--- src/rtl/fetch_stage.sv ---
// fetch_stage
// Instruction-fetch stage. It owns the program counter and feeds the external
// PC+4 adder. It fetches over a single-cycle req/ack memory handshake and holds
// one instruction for decode behind a valid/ready handshake. Branch/jump
// redirects from later stages are accepted in any state.
//
// Parameters
//   n         PC/address width (at least 3); must match the attached adder
//   RESET_PC  PC loaded on reset; must be 4-byte aligned
//
// Ports
//   clk, reset               rising-edge clock, synchronous active-high reset
//   redirect, redirect_pc    taken branch/jump and its target
//   add_a, add_b, add_sum    adder operands (PC, 4) and its combinational sum
//   imem_req, imem_addr      fetch request and address (= PC)
//   imem_ack, imem_rdata     memory returns the instruction this cycle
//   out_valid, out_ready     decode handshake
//   out_instr, out_pc        buffered instruction and its PC
//   out_pc4                  out_pc + 4, captured from the adder
//   align_err                sticky: a misaligned redirect target was seen
//   fetch_count              instructions accepted by decode (wraps)
module fetch_stage #(
  parameter int unsigned   n        = 32,
  parameter logic [n-1:0]  RESET_PC = '0
) (
  input  logic         clk,
  input  logic         reset,
  input  logic         redirect,
  input  logic [n-1:0] redirect_pc,
  output logic [n-1:0] add_a,
  output logic [n-1:0] add_b,
  input  logic [n-1:0] add_sum,
  output logic         imem_req,
  output logic [n-1:0] imem_addr,
  input  logic         imem_ack,
  input  logic [31:0]  imem_rdata,
  output logic         out_valid,
  input  logic         out_ready,
  output logic [31:0]  out_instr,
  output logic [n-1:0] out_pc,
  output logic [n-1:0] out_pc4,
  output logic         align_err,
  output logic [n-1:0] fetch_count
);

  localparam logic [n-1:0] ONE  = {{(n-1){1'b0}}, 1'b1};
  localparam logic [n-1:0] FOUR = {{(n-3){1'b0}}, 3'b100};

  typedef enum logic {
    S_REQ   = 1'b0,
    S_VALID = 1'b1
  } state_t;

  state_t       state;
  state_t       state_nxt;
  logic [n-1:0] pc;

  logic         capture;
  logic         deliver;
  logic         misaligned;
  logic [n-1:0] redirect_tgt;

  // An ack that coincides with a redirect belongs to the squashed path.
  assign capture      = (state == S_REQ) && imem_ack && !redirect;
  // A delivery still counts when a redirect arrives in the same cycle.
  assign deliver      = (state == S_VALID) && out_ready;
  assign misaligned   = redirect && (redirect_pc[1:0] != 2'b00);
  assign redirect_tgt = {redirect_pc[n-1:2], 2'b00};

  assign add_a     = pc;
  assign add_b     = FOUR;
  assign imem_addr = pc;

  // State register
  always_ff @(posedge clk) begin
    if (reset) begin
      state <= S_REQ;
    end else begin
      state <= state_nxt;
    end
  end

  // Next-state logic
  always_comb begin
    state_nxt = state;
    if (redirect) begin
      state_nxt = S_REQ;
    end else begin
      case (state)
        S_REQ:   if (imem_ack)  state_nxt = S_VALID;
        S_VALID: if (out_ready) state_nxt = S_REQ;
        default: state_nxt = S_REQ;
      endcase
    end
  end

  // Output logic
  always_comb begin
    imem_req  = 1'b0;
    out_valid = 1'b0;
    case (state)
      S_REQ:   imem_req  = !reset;
      S_VALID: out_valid = 1'b1;
      default: begin
        imem_req  = 1'b0;
        out_valid = 1'b0;
      end
    endcase
  end

  // Program counter
  always_ff @(posedge clk) begin
    if (reset) begin
      pc <= RESET_PC;
    end else if (redirect) begin
      pc <= redirect_tgt;
    end else if (capture) begin
      pc <= add_sum;
    end
  end

  // Output buffer: only a capture or reset changes it, so it stays stable
  // for as long as decode holds off.
  always_ff @(posedge clk) begin
    if (reset) begin
      out_instr <= '0;
      out_pc    <= '0;
      out_pc4   <= '0;
    end else if (capture) begin
      out_instr <= imem_rdata;
      out_pc    <= pc;
      out_pc4   <= add_sum;
    end
  end

  // Sticky alignment error and delivery counter
  always_ff @(posedge clk) begin
    if (reset) begin
      align_err   <= 1'b0;
      fetch_count <= '0;
    end else begin
      if (misaligned) begin
        align_err <= 1'b1;
      end
      if (deliver) begin
        fetch_count <= fetch_count + ONE;
      end
    end
  end

endmodule

--- config.mk ---
export PLATFORM = sky130hd
export DESIGN_NAME = fetch_stage
export DESIGN_NICKNAME = d
export VERILOG_FILES = /design/src/rtl/fetch_stage.sv
export SDC_FILE = /design/constraint.sdc
export NUM_CORES = 1
export LEC_CHECK = 0
export BUFFER_PORTS_ARGS = -buffer_cell sky130_fd_sc_hd__buf_2
export CORE_AREA = 2 2 128 130
export CTS_CLUSTER_SIZE = 30
export DETAILED_ROUTE_END_ITERATION = 10
export DIE_AREA = 0 0 130 132
export GPL_ROUTABILITY_DRIVEN = 0
export PLACE_DENSITY = 0.76
export REMOVE_ABC_BUFFERS = 1
export SLEW_MARGIN = 20
export SYNTH_ARGS = -nofsm -noshare
export SYNTH_HDL_FRONTEND = slang
export SYNTH_SLANG_ARGS = --single-unit
--- constraint.sdc ---
create_clock -name clk -period 3.1 [get_ports clk]
set_clock_uncertainty 0.1 [all_clocks]
set_input_delay 0.155 -clock clk [delete_from_list [all_inputs] [get_ports clk]]
set_output_delay 0.155 -clock clk [all_outputs]
set_load 0.05 [all_outputs]
==> flow_metrics.env, run 1 <==
export IMPL_die_x_um=130
export IMPL_ir_drop_mv=0.328
export IMPL_path_class="reg -> reg"
export IMPL_clock_latency_ns=0.41
export IMPL_syn_area_um2=6850
export IMPL_synthTopCellsByCount="204 x nand2_1, 162 x dfxtp_1, 116 x a21oi_1"
export IMPL_max_cap_violations=0
export IMPL_port_buffers=295
export IMPL_io_pin_count=328
export IMPL_ys_warn_count=0
export IMPL_ant_nets=0
export IMPL_antenna_diode_count=0
export IMPL_die_h_um=132
export IMPL_synthArstFlopShare_pct=0
export IMPL_rsz0062_at_grt="no"
export IMPL_outcome="finished clean"
export IMPL_stdcell_count=1375
export IMPL_min_delay_start="reset"
export IMPL_fillers=1287
export IMPL_synth_edf_count=0
export IMPL_yosys_area_top_type="dfxtp_1"
export IMPL_r2r_start="state$_SDFF_PP0_"
export IMPL_drtIter0Drc=321
export IMPL_min_period_over_period_pct=77.8
export IMPL_syn_area_per_cell_um2=8.44
export IMPL_p_leak_uw=0.00450
export IMPL_synth_distinct_cells=34
export IMPL_grt_pass1_wl_mm=33.0
export IMPL_nets=1249
export IMPL_critPathMaxFanout=18
export IMPL_crit_arrival_ns=2.61
export IMPL_num_rows=46
export IMPL_synth_most_common_cell="nand2_1"
export IMPL_grt_max_degree=59
export IMPL_timing_fmax_mhz=415
export IMPL_cts_buffers=17
export IMPL_grt_pass1_vias=6814
export IMPL_synth_seq_area_share_pct=47.3
export IMPL_vias=6919
export IMPL_dieArea_um2=17200
export IMPL_hold_class="in -> reg"
export IMPL_ys_ff_latch=162
export IMPL_htreeDepth=4
export IMPL_syn2layout_area_growth_pct=42.4
export IMPL_final_util_pct=62.1
export IMPL_start_kind="flop"
export IMPL_core_area_um2=15700
export IMPL_synth_top_flop_cell="dfxtp_1"
export IMPL_syn_inst=812
export IMPL_seqCellArea_um2=3240
export IMPL_r2r_end="fetch_count[23]$_SDFFE_PP0P_"
export IMPL_setup_violations=0
export IMPL_yosys_top_cells_area="dfxtp_1 47%, nand2_1 11%, a21oi_1 8.5%"
export IMPL_maxSlewViolCount=0
export IMPL_tritoncts="built"
export IMPL_final_hold_violation_count=0
export IMPL_r2r_setup_slack_ns=0.69
export IMPL_worstPathRequired_ns=3.30
export IMPL_routedWlPerCell_um=15.2
export IMPL_post_cts_resized=0
export IMPL_cts_setup_buffers=0
export IMPL_wl_mm=20.9
export IMPL_start_util_pct=43.6
export IMPL_cts_buffer_depth=2
export IMPL_tightest_slew_ns=0.642
export IMPL_layout_drive_gt1_share_pct=32.6
export IMPL_slew_headroom_pct=57.2
export IMPL_avgViaCountPerCell=5.03
export IMPL_power_density_nw_per_um2=559
export IMPL_hold_path_end="fetch_count[2]$_SDFFE_PP0P_"
export IMPL_multi_input_area_um2=3030
export IMPL_gr_usage_all_layers_pct=24.0
export IMPL_min_period_ns=2.41
export IMPL_hold_depth=2
export IMPL_rr_worst_depth=4
export IMPL_antenna_found_initial=0
export IMPL_remaining_drc_errors=0
export IMPL_root_buffer="clkbuf_16"
export IMPL_synth_top_area_share_pct=47.3
export IMPL_drtPass1Iterations=5
export IMPL_dp_hpwl_mm=12.9
export IMPL_dp_cells=1244
export IMPL_grt_overflow=0
export IMPL_worstSetupEndpointType="flop"
export IMPL_cts_clk_slew_worst_paths_ns=0.06
export IMPL_cts_sinks=162
-- flip-flops by register name, indices dropped and copies added (netlist names) --
register,count
out_instr,32
fetch_count,32
add_a,32
state,1
align_err,1
out_pc,32
out_pc4,32
-- worst max-delay path: stages, from the launching register on --
cell and delay (ns):
dfxtp_1 0.53, nand4_1 0.22, or4_4 0.63, or4_4 0.52
mux2_4 0.30
-- metrics by stage --
step	worst slack, ns	setup TNS [ns]	total power [µW]	hold slack [ns]	area (µm²)
2_1_floorplan	-2.70	-259.61	2920	0.124	6270
3_3_place_gp	0.738	0	3200	0.288	8150
3_5_place_dp	0.695	0	3210	0.295	8150
4_1_cts	0.695	0	5490	0.136	9760
5_1_grt	0.612	0	5650	0.165	9760
6_report	0.689	0	5460	0.148	9760
-- cell usage in the layout (no fill, tap or decap), types with 4 or more instances in the layout --
cell,Yosys,final
buf_2,2,294
nand2_1,204,204
dfxtp_1,162,162
a21oi_1,116,116
dlygate4sd3_1,0,100
nor2_1,45,45
mux2_2,33,33
mux2i_1,32,32
conb_1,2,32
clkbuf_16,0,17
or4_1,15,15
o31ai_1,13,13
nand3_1,11,11
nand4_1,7,7
buf_4,64,7
inv_1,6,6
o21ai_0,6,6
or3_1,5,5
xnor2_1,5,5
clkbuf_8,0,5
nor2b_1,6,4
nor4_1,4,4
nor3_1,4,4
xor2_1,4,4
inv_6,0,4
-- cell type report --
cell class,instances,share of cell area [%]
multi-input cells,556,31.0
repair buffers,404,26.5
clock inverters,9,1.20
flip-flops and latches,162,33.2
well taps,216,2.77
clock buffers,22,5.06
inverters,6,0.231
-- where the power goes --
group | switching [µW] | total, µW | leakage, µW | internal (µW)
clock network | 873 | 2180 | 0.000292 | 1300
registers | 62.4 | 2230 | 0.00132 | 2160
logic | 744 | 1060 | 0.00288 | 315
-- layer usage --
layer	wire length, µm	vias to the layer above	track usage [%]
li1	-	3303	-
met5	0	-	0
met1	7970	3246	26.2
met3	1220	77	5.93
met4	975	0	13.0
met2	10800	293	42.1
-- worst max path at each step --
stage	startpoint	endpoint	slack (ns)	cells after the start
after floorplan	state$_SDFF_PP0_	out_instr[0]$_SDFFE_PP0P_	-2.70	4
after global placement	state$_SDFF_PP0_	fetch_count[23]$_SDFFE_PP0P_	0.74	4
after detailed placement	state$_SDFF_PP0_	fetch_count[23]$_SDFFE_PP0P_	0.70	4
after CTS	state$_SDFF_PP0_	fetch_count[23]$_SDFFE_PP0P_	0.70	4
after global routing	state$_SDFF_PP0_	fetch_count[23]$_SDFFE_PP0P_	0.61	4
final	state$_SDFF_PP0_	fetch_count[23]$_SDFFE_PP0P_	0.69	4
-- timing repair --
item                                   in CTS  in global routing
endpoints found under the hold margin      99                  0
hold buffers                              100                  0
setup endpoints to repair                   0                  0
-- cell families after synthesis --
| family | Yosys count | synth area share, % |
|---|---|---|
| buffers and inverters | 124 | 10.4 |
| AO/OA/AOI/OAI | 136 | 10.5 |
| XOR/XNOR | 9 | 1.15 |
| flip-flops | 162 | 47.3 |
| other | 2 | 0.110 |
| adder cells (fa/ha/maj) | 1 | 0.183 |
| multiplexers | 66 | 10.3 |
| AND/OR/NAND/NOR | 312 | 20.0 |
Note: power is estimated with default switching activity, not from simulation.
==> run 2: changes to the inputs <==
- clock period: 3.1 -> 2.4 ns (I/O delays scaled with it)
==> run 2 against run 1 <==
Combinational power rose by 35%. Global-route usage rose by 0.87 points. Count of clock-buffer cells in the layout fell by 3. Largest power group unchanged. Highest routed layer unchanged.
==> flow_metrics.env, run 2 (synthesized netlist as in run 1, its figures left out) <==
export IMPL_pre_cts_ws_ns=0.199
export IMPL_gr_usage_all_layers_pct=24.9
export IMPL_tritoncts="built"
export IMPL_drtPass1Iterations=5
export IMPL_place_area_um2=8210
export IMPL_stdcell_area_um2=9980
export IMPL_path_class="reg -> reg"
export IMPL_grt_overflow=0
export IMPL_worstSetupEndpointType="flop"
export IMPL_setup_violations=0
export IMPL_io_pin_count=328
export IMPL_core_area_um2=15700
export IMPL_final_cell_mix="294 x buf_2, 204 x nand2_1, 162 x dfxtp_1"
export IMPL_final_hold_violation_count=0
export IMPL_rsz0062_at_grt="no"
export IMPL_ant_nets=0
export IMPL_hold_class="in -> reg"
export IMPL_min_period_ns=2.28
export IMPL_dp_hpwl_mm=13.0
export IMPL_root_buffer="clkbuf_16"
export IMPL_wl_mm=21.9
export IMPL_htreeDepth=4
export IMPL_remaining_drc_errors=0
export IMPL_cts_clk_slew_worst_paths_ns=0.07
export IMPL_max_cap_violations=0
export IMPL_port_buffers=295
export IMPL_clock_latency_ns=0.42
export IMPL_antenna_found_initial=0
export IMPL_timing_fmax_mhz=438
export IMPL_maxSlewViolCount=0
export IMPL_drtIter0Drc=372
export IMPL_start_kind="flop"
export IMPL_dieArea_um2=17200
export IMPL_cts_buffers=17
export IMPL_grt_pass1_wl_mm=33.9
export IMPL_p_leak_uw=0.00459
export IMPL_final_setup_tns_ns=0
export IMPL_syn2layout_area_growth_pct=45.7
export IMPL_slew_headroom_pct=55.1
export IMPL_layout_drive_gt1_share_pct=32.5
export IMPL_num_rows=46
export IMPL_cts_buffer_depth=2
export IMPL_antenna_diode_count=0
export IMPL_final_util_pct=63.5
export IMPL_routedWlPerCell_um=15.7
export IMPL_start_util_pct=43.6
export IMPL_crit_arrival_ns=2.49
export IMPL_cts_sinks=162
export IMPL_ir_drop_mv=0.471
export IMPL_grt_max_degree=67
export IMPL_critPathMaxFanout=34
export IMPL_die_h_um=132
export IMPL_worstPathRequired_ns=2.61
export IMPL_outcome="finished clean"
export IMPL_setup_slack_ns=0.118
export IMPL_final_common_cell="buf_2"
export IMPL_vias=7059
export IMPL_tightest_slew_ns=0.674
export IMPL_power_density_nw_per_um2=712
export IMPL_die_x_um=130
export IMPL_grt_pass1_vias=6888
export IMPL_post_cts_resized=0
export IMPL_nets=1270
export IMPL_min_period_over_period_pct=95.1
export IMPL_avgViaCountPerCell=5.06
==> run 2: cell types whose count changed in the layout (fill, tap and decap cells not counted), moves of 3 or more <==
| cell | previous run | this run |
|---|---|---|
| buf_4 | 7 | 10 |
| clkbuf_8 | 5 | 2 |
| clkinv_4 | 0 | 3 |
| dlygate4sd3_1 | 100 | 116 |
| inv_6 | 4 | 1 |
==> run 2: routing by layer <==
layer / part of all wire (%) / vias to the layer above / global-route usage [%]
li1: - / 3338 / -
met2: 51 / 322 / 43.4
met5: 0 / - / 0
met4: 4.6 / 0 / 14.1
met1: 38 / 3312 / 27.1
met3: 6.4 / 87 / 6.13
==> run 2: worst paths after layout <==
check | from | end | slack (ns) | depth (start not counted)
max | state$_SDFF_PP0_ | add_a[25]$_SDFFE_PP0P_ | 0.12 | 7
max reg2reg | state$_SDFF_PP0_ | add_a[25]$_SDFFE_PP0P_ | 0.12 | 7
min reg2reg | out_pc[20]$_SDFFE_PP0P_ | out_pc[20]$_SDFFE_PP0P_ | 0.35 | 2
min | reset | fetch_count[2]$_SDFFE_PP0P_ | 0.11 | 2
==> run 2: worst max-delay path, stage by stage (launching register included) <==
cell	delay (ns)
dfxtp_1	0.32
buf_4	0.17
nor2b_4	0.13
buf_12	0.25
mux2_2	0.38
mux2i_1	0.18
dlygate4sd3_1	0.59
nor2_1	0.04
==> run 2: area by class of cell <==
cell class | instances | area (µm²)
repair buffers | 425 | 2810
fillers | 1273 | 5730
inverters | 6 | 22.5
well taps | 216 | 270
clock inverters | 12 | 158
flip-flops and latches | 162 | 3240
multi-input cells | 556 | 3030
clock buffers | 19 | 453
==> run 2: repair_timing <==
| item | in CTS | in global routing |
|---|---|---|
| setup buffers | 0 | 0 |
| endpoints found under the hold margin | 100 | 0 |
| hold buffers | 116 | 0 |
| setup endpoints to repair | 0 | 0 |
==> run 2: stage by stage <==
stage	total power [µW]	hold WS (ns)	cells
after floorplan	3770	0.0891	724
after global placement	4140	0.253	1249
after detailed placement	4160	0.263	1249
after CTS	7140	0.0947	1396
after global routing	7360	0.129	1396
final	7110	0.112	1396
==> run 2: where the power goes <==
| group | internal, µW | total, µW | switching [µW] |
|---|---|---|---|
| clock | 1690 | 2810 | 1120 |
| combinational | 445 | 1430 | 980 |
| sequential | 2800 | 2880 | 81.1 |
